**src/rtl/uart_frame_tx_pkg.sv**
```systemverilog
// Shared types and constants for the UART response-frame sequencer.
package uart_frame_tx_pkg;

    typedef enum logic [2:0] {
        IDLE,
        DELAY,
        LOAD,
        WAIT,
        GAP
    } frame_state_e;

    localparam logic [7:0] CRC8_POLY      = 8'h07;
    localparam logic [7:0] CRC8_INIT      = 8'h00;
    localparam logic [7:0] HEADER_DEFAULT = 8'h80;
    localparam logic [7:0] TAIL_DEFAULT   = 8'h55;

endpackage

```
**src/rtl/uart_frame_crc8.sv**
```systemverilog
// One byte step of CRC-8 (MSB-first, no reflection); the register lives in the parent.
module uart_frame_crc8
    import uart_frame_tx_pkg::*;
(
    input  logic [7:0] crc_i,
    input  logic [7:0] data_i,
    output logic [7:0] crc_o
);

    logic [7:0] acc;

    always_comb begin
        acc = crc_i ^ data_i;
        for (int b = 0; b < 8; b++) begin
            acc = acc[7] ? ((acc << 1) ^ CRC8_POLY) : (acc << 1);
        end
        crc_o = acc;
    end

endmodule

```
**src/rtl/uart_frame_tx.sv**
```systemverilog
// Sequences HEADER, payload, optional CRC-8 and TAIL into an external UART byte transmitter.
module uart_frame_tx
    import uart_frame_tx_pkg::*;
#(
    parameter int unsigned N_PAYLOAD   = 3,
    parameter logic [7:0]  HEADER      = HEADER_DEFAULT,
    parameter logic [7:0]  TAIL        = TAIL_DEFAULT,
    parameter int unsigned CRC_EN      = 1,
    parameter int unsigned START_DELAY = 16,
    parameter int unsigned GAP_CYCLES  = 15,
    parameter int unsigned TX_TIMEOUT  = 8192
) (
    input  logic                     clk_50M,
    input  logic                     rst,
    input  logic                     send_req,
    input  logic [8*N_PAYLOAD-1:0]   payload,
    output logic                     tx_en,
    output logic [7:0]               tx_data,
    input  logic                     tx_busy,
    input  logic                     tx_done,
    output logic                     busy,
    output logic                     frame_done,
    output logic                     req_dropped,
    output logic                     tx_timeout
);

    localparam int unsigned FRAME_LEN  = N_PAYLOAD + 2 + CRC_EN;
    localparam int unsigned IDX_W      = $clog2(FRAME_LEN + 1);
    localparam int unsigned CNT_MAX    = (START_DELAY > GAP_CYCLES) ? START_DELAY : GAP_CYCLES;
    localparam int unsigned CNT_W      = $clog2(CNT_MAX + 1);
    localparam int unsigned TMR_W      = (TX_TIMEOUT > 0) ? $clog2(TX_TIMEOUT + 1) : 1;
    localparam int unsigned DELAY_LAST = START_DELAY - 1;
    localparam int unsigned GAP_LAST   = (GAP_CYCLES > 0) ? GAP_CYCLES - 1 : 0;
    localparam int unsigned TMR_LAST   = (TX_TIMEOUT > 0) ? TX_TIMEOUT - 1 : 0;

    frame_state_e           state_q, state_d;
    logic [IDX_W-1:0]       idx_q, idx_d;
    logic [CNT_W-1:0]       cnt_q, cnt_d;
    logic [TMR_W-1:0]       tmr_q, tmr_d;
    logic [7:0]             crc_q, crc_d;
    logic [8*N_PAYLOAD-1:0] snap_q, snap_d;
    logic                   pending_q, pending_d;
    logic                   tx_en_q, tx_en_d;
    logic [7:0]             tx_data_q, tx_data_d;
    logic                   busy_q;
    logic                   frame_done_q, frame_done_d;
    logic                   req_dropped_q, req_dropped_d;
    logic                   tx_timeout_q, tx_timeout_d;

    logic [7:0]             cur_byte;
    logic [7:0]             crc_step;
    logic                   is_payload;

    uart_frame_crc8 u_crc8 (
        .crc_i  (crc_q),
        .data_i (tx_data_q),
        .crc_o  (crc_step)
    );

    // Byte at the current frame index
    always_comb begin
        cur_byte = TAIL;
        if (idx_q == '0) begin
            cur_byte = HEADER;
        end
        for (int k = 0; k < N_PAYLOAD; k++) begin
            if (idx_q == IDX_W'(k + 1)) begin
                cur_byte = snap_q[8*k +: 8];
            end
        end
        if (CRC_EN != 0 && idx_q == IDX_W'(N_PAYLOAD + 1)) begin
            cur_byte = crc_q;
        end
    end

    assign is_payload = (idx_q != '0) && (idx_q <= IDX_W'(N_PAYLOAD));

    always_comb begin
        state_d       = state_q;
        idx_d         = idx_q;
        cnt_d         = cnt_q;
        tmr_d         = tmr_q;
        crc_d         = crc_q;
        snap_d        = snap_q;
        pending_d     = pending_q;
        tx_en_d       = 1'b0;
        tx_data_d     = tx_data_q;
        frame_done_d  = 1'b0;
        req_dropped_d = 1'b0;
        tx_timeout_d  = 1'b0;

        // One-deep queue; the first queued request wins
        if (state_q != IDLE && send_req) begin
            if (pending_q) begin
                req_dropped_d = 1'b1;
            end else begin
                pending_d = 1'b1;
            end
        end

        case (state_q)
            IDLE: begin
                if (send_req) begin
                    snap_d  = payload;
                    crc_d   = CRC8_INIT;
                    idx_d   = '0;
                    cnt_d   = '0;
                    state_d = DELAY;
                end
            end
            DELAY: begin
                if (cnt_q == CNT_W'(DELAY_LAST)) begin
                    cnt_d   = '0;
                    state_d = LOAD;
                end else begin
                    cnt_d = cnt_q + 1'b1;
                end
            end
            LOAD: begin
                if (!tx_busy) begin
                    tx_en_d   = 1'b1;
                    tx_data_d = cur_byte;
                    tmr_d     = '0;
                    state_d   = WAIT;
                end
            end
            WAIT: begin
                if (tx_done) begin
                    if (is_payload) begin
                        crc_d = crc_step;
                    end
                    cnt_d   = '0;
                    state_d = GAP;
                end else if (TX_TIMEOUT != 0) begin
                    if (tmr_q == TMR_W'(TMR_LAST)) begin
                        tx_timeout_d = 1'b1;
                        pending_d    = 1'b0;
                        state_d      = IDLE;
                    end else begin
                        tmr_d = tmr_q + 1'b1;
                    end
                end
            end
            GAP: begin
                if (cnt_q == CNT_W'(GAP_LAST)) begin
                    cnt_d = '0;
                    if (idx_q != IDX_W'(FRAME_LEN - 1)) begin
                        idx_d   = idx_q + 1'b1;
                        state_d = LOAD;
                    end else begin
                        frame_done_d = 1'b1;
                        if (pending_q || send_req) begin
                            // Back-to-back frame: snapshot now, a same-cycle request re-arms the queue
                            snap_d        = payload;
                            crc_d         = CRC8_INIT;
                            idx_d         = '0;
                            pending_d     = pending_q && send_req;
                            req_dropped_d = 1'b0;
                            state_d       = DELAY;
                        end else begin
                            state_d = IDLE;
                        end
                    end
                end else begin
                    cnt_d = cnt_q + 1'b1;
                end
            end
            default: begin
                state_d = IDLE;
            end
        endcase
    end

    always_ff @(posedge clk_50M) begin
        if (rst) begin
            state_q       <= IDLE;
            idx_q         <= '0;
            cnt_q         <= '0;
            tmr_q         <= '0;
            crc_q         <= CRC8_INIT;
            snap_q        <= '0;
            pending_q     <= 1'b0;
            tx_en_q       <= 1'b0;
            tx_data_q     <= 8'h00;
            busy_q        <= 1'b0;
            frame_done_q  <= 1'b0;
            req_dropped_q <= 1'b0;
            tx_timeout_q  <= 1'b0;
        end else begin
            state_q       <= state_d;
            idx_q         <= idx_d;
            cnt_q         <= cnt_d;
            tmr_q         <= tmr_d;
            crc_q         <= crc_d;
            snap_q        <= snap_d;
            pending_q     <= pending_d;
            tx_en_q       <= tx_en_d;
            tx_data_q     <= tx_data_d;
            busy_q        <= (state_d != IDLE);
            frame_done_q  <= frame_done_d;
            req_dropped_q <= req_dropped_d;
            tx_timeout_q  <= tx_timeout_d;
        end
    end

    assign tx_en       = tx_en_q;
    assign tx_data     = tx_data_q;
    assign busy        = busy_q;
    assign frame_done  = frame_done_q;
    assign req_dropped = req_dropped_q;
    assign tx_timeout  = tx_timeout_q;

endmodule
```
**config.mk**
```make
export PLATFORM = sky130hd
export DESIGN_NAME = uart_frame_tx
export DESIGN_NICKNAME = d
export VERILOG_FILES = /design/src/rtl/uart_frame_tx_pkg.sv /design/src/rtl/uart_frame_crc8.sv /design/src/rtl/uart_frame_tx.sv
export SDC_FILE = /design/constraint.sdc
export NUM_CORES = 1
export LEC_CHECK = 0
export ABC_AREA = 1
export BUFFER_PORTS_ARGS = -buffer_cell sky130_fd_sc_hd__clkbuf_2
export CORE_MARGIN = 2
export CORE_UTILIZATION = 60
export CTS_BUF_LIST = sky130_fd_sc_hd__clkbuf_16
export CTS_CLUSTER_DIAMETER = 200
export DETAILED_ROUTE_END_ITERATION = 7
export MAX_ROUTING_LAYER = met4
export PLACE_DENSITY_LB_ADDON = 0.12
export SYNTH_ARGS = -nofsm -noshare
export SYNTH_HDL_FRONTEND = slang
export SYNTH_SLANG_ARGS = --single-unit
```
**constraint.sdc**
```tcl
create_clock -name clk_50M -period 3.8 [get_ports clk_50M]
set_input_delay 0.19 -clock clk_50M [delete_from_list [all_inputs] [get_ports clk_50M]]
set_output_delay 0.19 -clock clk_50M [all_outputs]
set_load 0.005 [all_outputs]
```
==> summary.log <==
[final_layout] diodes inserted 0
[yosys] number of enable-type register cells in the synthesized netlist 0
[final_layout] proportion of layout cells with a drive suffix above 1 0.1280
[run] number of violations of the max-capacitance limit 0
[sta] setup-violating endpoint count in the final report 0
[setup_path] Critical Path AT 2.16 ns
[final_layout] number of nets in the final layout 616
[setup_path] startpoint kind of the worst setup timing path flip-flop
[clocking] cell at the root of the clock tree sky130_fd_sc_hd__clkbuf_16
[yosys] number of instances in the synthesized netlist 542
[power_and_ir_drop] power per unit of standard cell area 442.2 nW/um2
[grt] sum of overflow across all layers after global routing 0
[sta] final sum of negative setup slack 0 ns
[sta] Max transition margin 0.4170
[route] first drt pass iteration count 5
[hold_path] HP Class input pin to flip-flop
[route] detailed-route DRC error count 0
[sta] maximum clock rate 507.3 MHz
[floorplan] die area 6810 um2
[yosys] largest area contributor in the synthesized netlist sky130_fd_sc_hd__dfxtp_1
[yosys] share of Yosys cell area claimed by the top area cell type 0.3842
[sta] Worst Max-Slew Pin Slew 0.8735 ns
[yosys] Synth Area per Inst 6.826 um2
[clocking] number of clock buffers inserted by TritonCTS 9
[route] routed via count 3667
[route] remaining antenna violation count after routing 0
[grt] maximum number of pins on one net before global-route repair 42
[floorplan] num ports 42
[grt] via count of the first global-routing pass 3207
[hold_path] depth of the worst hold-timing path 3
[floorplan] FP Rows 28
[power_and_ir_drop] Max rail drop VDD 0.3147 mV
[clocking] later-pin clock latency in the skew report 0.33 ns
[clocking] # hold bufs at CTS 0
[yosys] commonest register cell after synthesis sky130_fd_sc_hd__dfxtp_1
[clocking] clock slew at the register clock pins of the worst setup and hold paths 0.06 ns
[yosys] most frequent cell after synthesis sky130_fd_sc_hd__nand2_1
[route] vias per cell 5.548
[route] Routed WL 9014 um
[clocking] worst-case clock buffer depth 2
[run_status] result of the run finished, final reports clean
[clocking] H-tree lvl count 3
[yosys] async set-reset flop share out of synthesis 0
[yosys] leading cell types by total area after synthesis sky130_fd_sc_hd__dfxtp_1 38%, sky130_fd_sc_hd__nand2_1 13%, sky130_fd_sc_hd__a21oi_1 7.4%
[sta] setup repair after global routing missed its margin no
[yosys] number of different library cells in the post-synthesis netlist 35
[place] estimated wirelength of the detail-placed design 6277 um
[setup_path] Setup crit end kind flip-flop
[floorplan] Core Area 5956 um2
[sta] final count of pins violating max slew 0
[sta] period utilization 0.5187
[floorplan] horizontal die dimension 82.53 um
[place] Port-buffer cells 41
[setup_path] worst setup path category flip-flop to flip-flop
[clocking] # Post-CTS Setup Buffers 0
[sta] minimum clock period 1.971 ns
[sta] worst-case clock skew 0.006547 ns
[yosys] synthesized area 3700 um2
[sta] number of failing hold endpoints at the final stage 0
[setup_path] critical path data required time 3.99 ns
[clocking] sinks on the clock net 71
[grt] total global-route track usage 0.2820
[setup_path] number of cell instances on the worst register-to-register path 10
[grt] global-route wire length before repair 14350 um
[clocking] clock tree from TritonCTS built
[route] number of design-rule violations left by the first detailed-router iteration 253
[sta] hold slack 0.08420 ns
[route] drt wl/cell 13.64 um
[grt] initial antenna violation count 0
[yosys] Synth Register Bits 71
[floorplan] vertical extent of the die 82.53 um
[final_layout] signed area change from the synthesized netlist to the final layout 14.91%
[place] routability cong. 0.9450
[yosys] number of warnings printed during yosys synthesis 0
[yosys] sequential area share after synthesis 0.3842
[floorplan] initial standard-cell utilization of the core 0.6212
[yosys] most instantiated cells after synthesis 129 x sky130_fd_sc_hd__nand2_1, 71 x sky130_fd_sc_hd__dfxtp_1, 63 x sky130_fd_sc_hd__inv_1
[yosys] number of nets produced by synthesis 577
[clocking] post-cts resize count 0
[setup_path] largest fanout on the critical path 8
[power_and_ir_drop] Leakage Power 1.866 nW
## final timing paths
path,startpoint,endpoint,slack [ns]
worst max-delay path,idx_q[0],crc_q[3],1.83
worst min-delay path,payload[18],snap_q[18],0.08
worst max register to register,idx_q[0],crc_q[3],1.83
worst min register to register,snap_q[2],snap_q[2],0.46
## critical path: stages, from the launching register on
cell and delay, ns:
sky130_fd_sc_hd__dfxtp_1 0.47, sky130_fd_sc_hd__nand2_1 0.11, sky130_fd_sc_hd__inv_1 0.07, sky130_fd_sc_hd__ha_1 0.26, sky130_fd_sc_hd__inv_1 0.15, sky130_fd_sc_hd__nand2_1 0.09
sky130_fd_sc_hd__nand2_1 0.05, sky130_fd_sc_hd__nand2_1 0.08, sky130_fd_sc_hd__nand4_1 0.32, sky130_fd_sc_hd__nand2_1 0.16, sky130_fd_sc_hd__a21oi_1 0.08
## registers in the layout (all words and copies together), names as in the netlist, 3 cells and up
register and flops:
tx_data 8, state_q 3, crc_q 8, tmr_q 14, snap_q 24, cnt_q 5, idx_q 3
## layout make-up
type / count / area [um2]
Clock inverter: 7 / 112.6
Multi-Input combinational cell: 388 / 1928
Fill cell: 518 / 1704
Tap cell: 75 / 93.84
Clock buffer: 9 / 225.2
Inverter: 70 / 265.3
Sequential cell: 71 / 1421
Timing Repair Buffer: 41 / 205.2
## layer usage
metal	routed length [um]	part of all wire	vias to the layer above	GRT usage
met5	0	0	-	-
met4	188	0.021	0	0.1049
met3	610	0.068	23	0.06196
met2	4243	0.47	139	0.4435
met1	3973	0.44	1646	0.3563
li1	-	-	1859	-
## logic make-up after synthesis
| family | synth area share |
|---|---|
| DFF | 0.3842 |
| buffers and inverters | 0.09469 |
| adders and majority gates | 0.02029 |
| xor gates and xnor gates | 0.02367 |
| and+or+nand+nor | 0.3013 |
| AOI/OAI and AO/OA | 0.1759 |
## power by group
group / switching, mW / total (mW) / internal, mW
clock: 0.318 / 0.954 / 0.636
sequential: 0.0149 / 0.789 / 0.774
combinational: 0.0914 / 0.137 / 0.0459
total: 0.424 / 1.88 / 1.46
## layout by cell type, fill, tap and decap left out, drive strengths merged, types with 6 or more instances in the layout
master	synthesis	layout
dfxtp	71	71
nor3	8	8
a21oi	55	55
nand2	134	134
nor2	58	58
clkbuf	6	50
ha	6	6
nand4	10	10
o21ai	47	47
inv	70	71
nand3	39	39
## metrics by stage
stage                     instances  cell area, um2  utilization  total power [mW]  setup WS [ns]
final                           661            4252       0.7139             1.880          1.829
after CTS                       661            4252       0.7139             1.877          1.830
after floorplan                 542            3700            -            0.8985          2.213
after global placement          645            3914       0.6571            0.9322          1.896
after global routing            661            4252       0.7139             1.940          1.596
after detailed placement        645            3914       0.6571            0.9380          1.857
(Power assumes the default switching activity.)
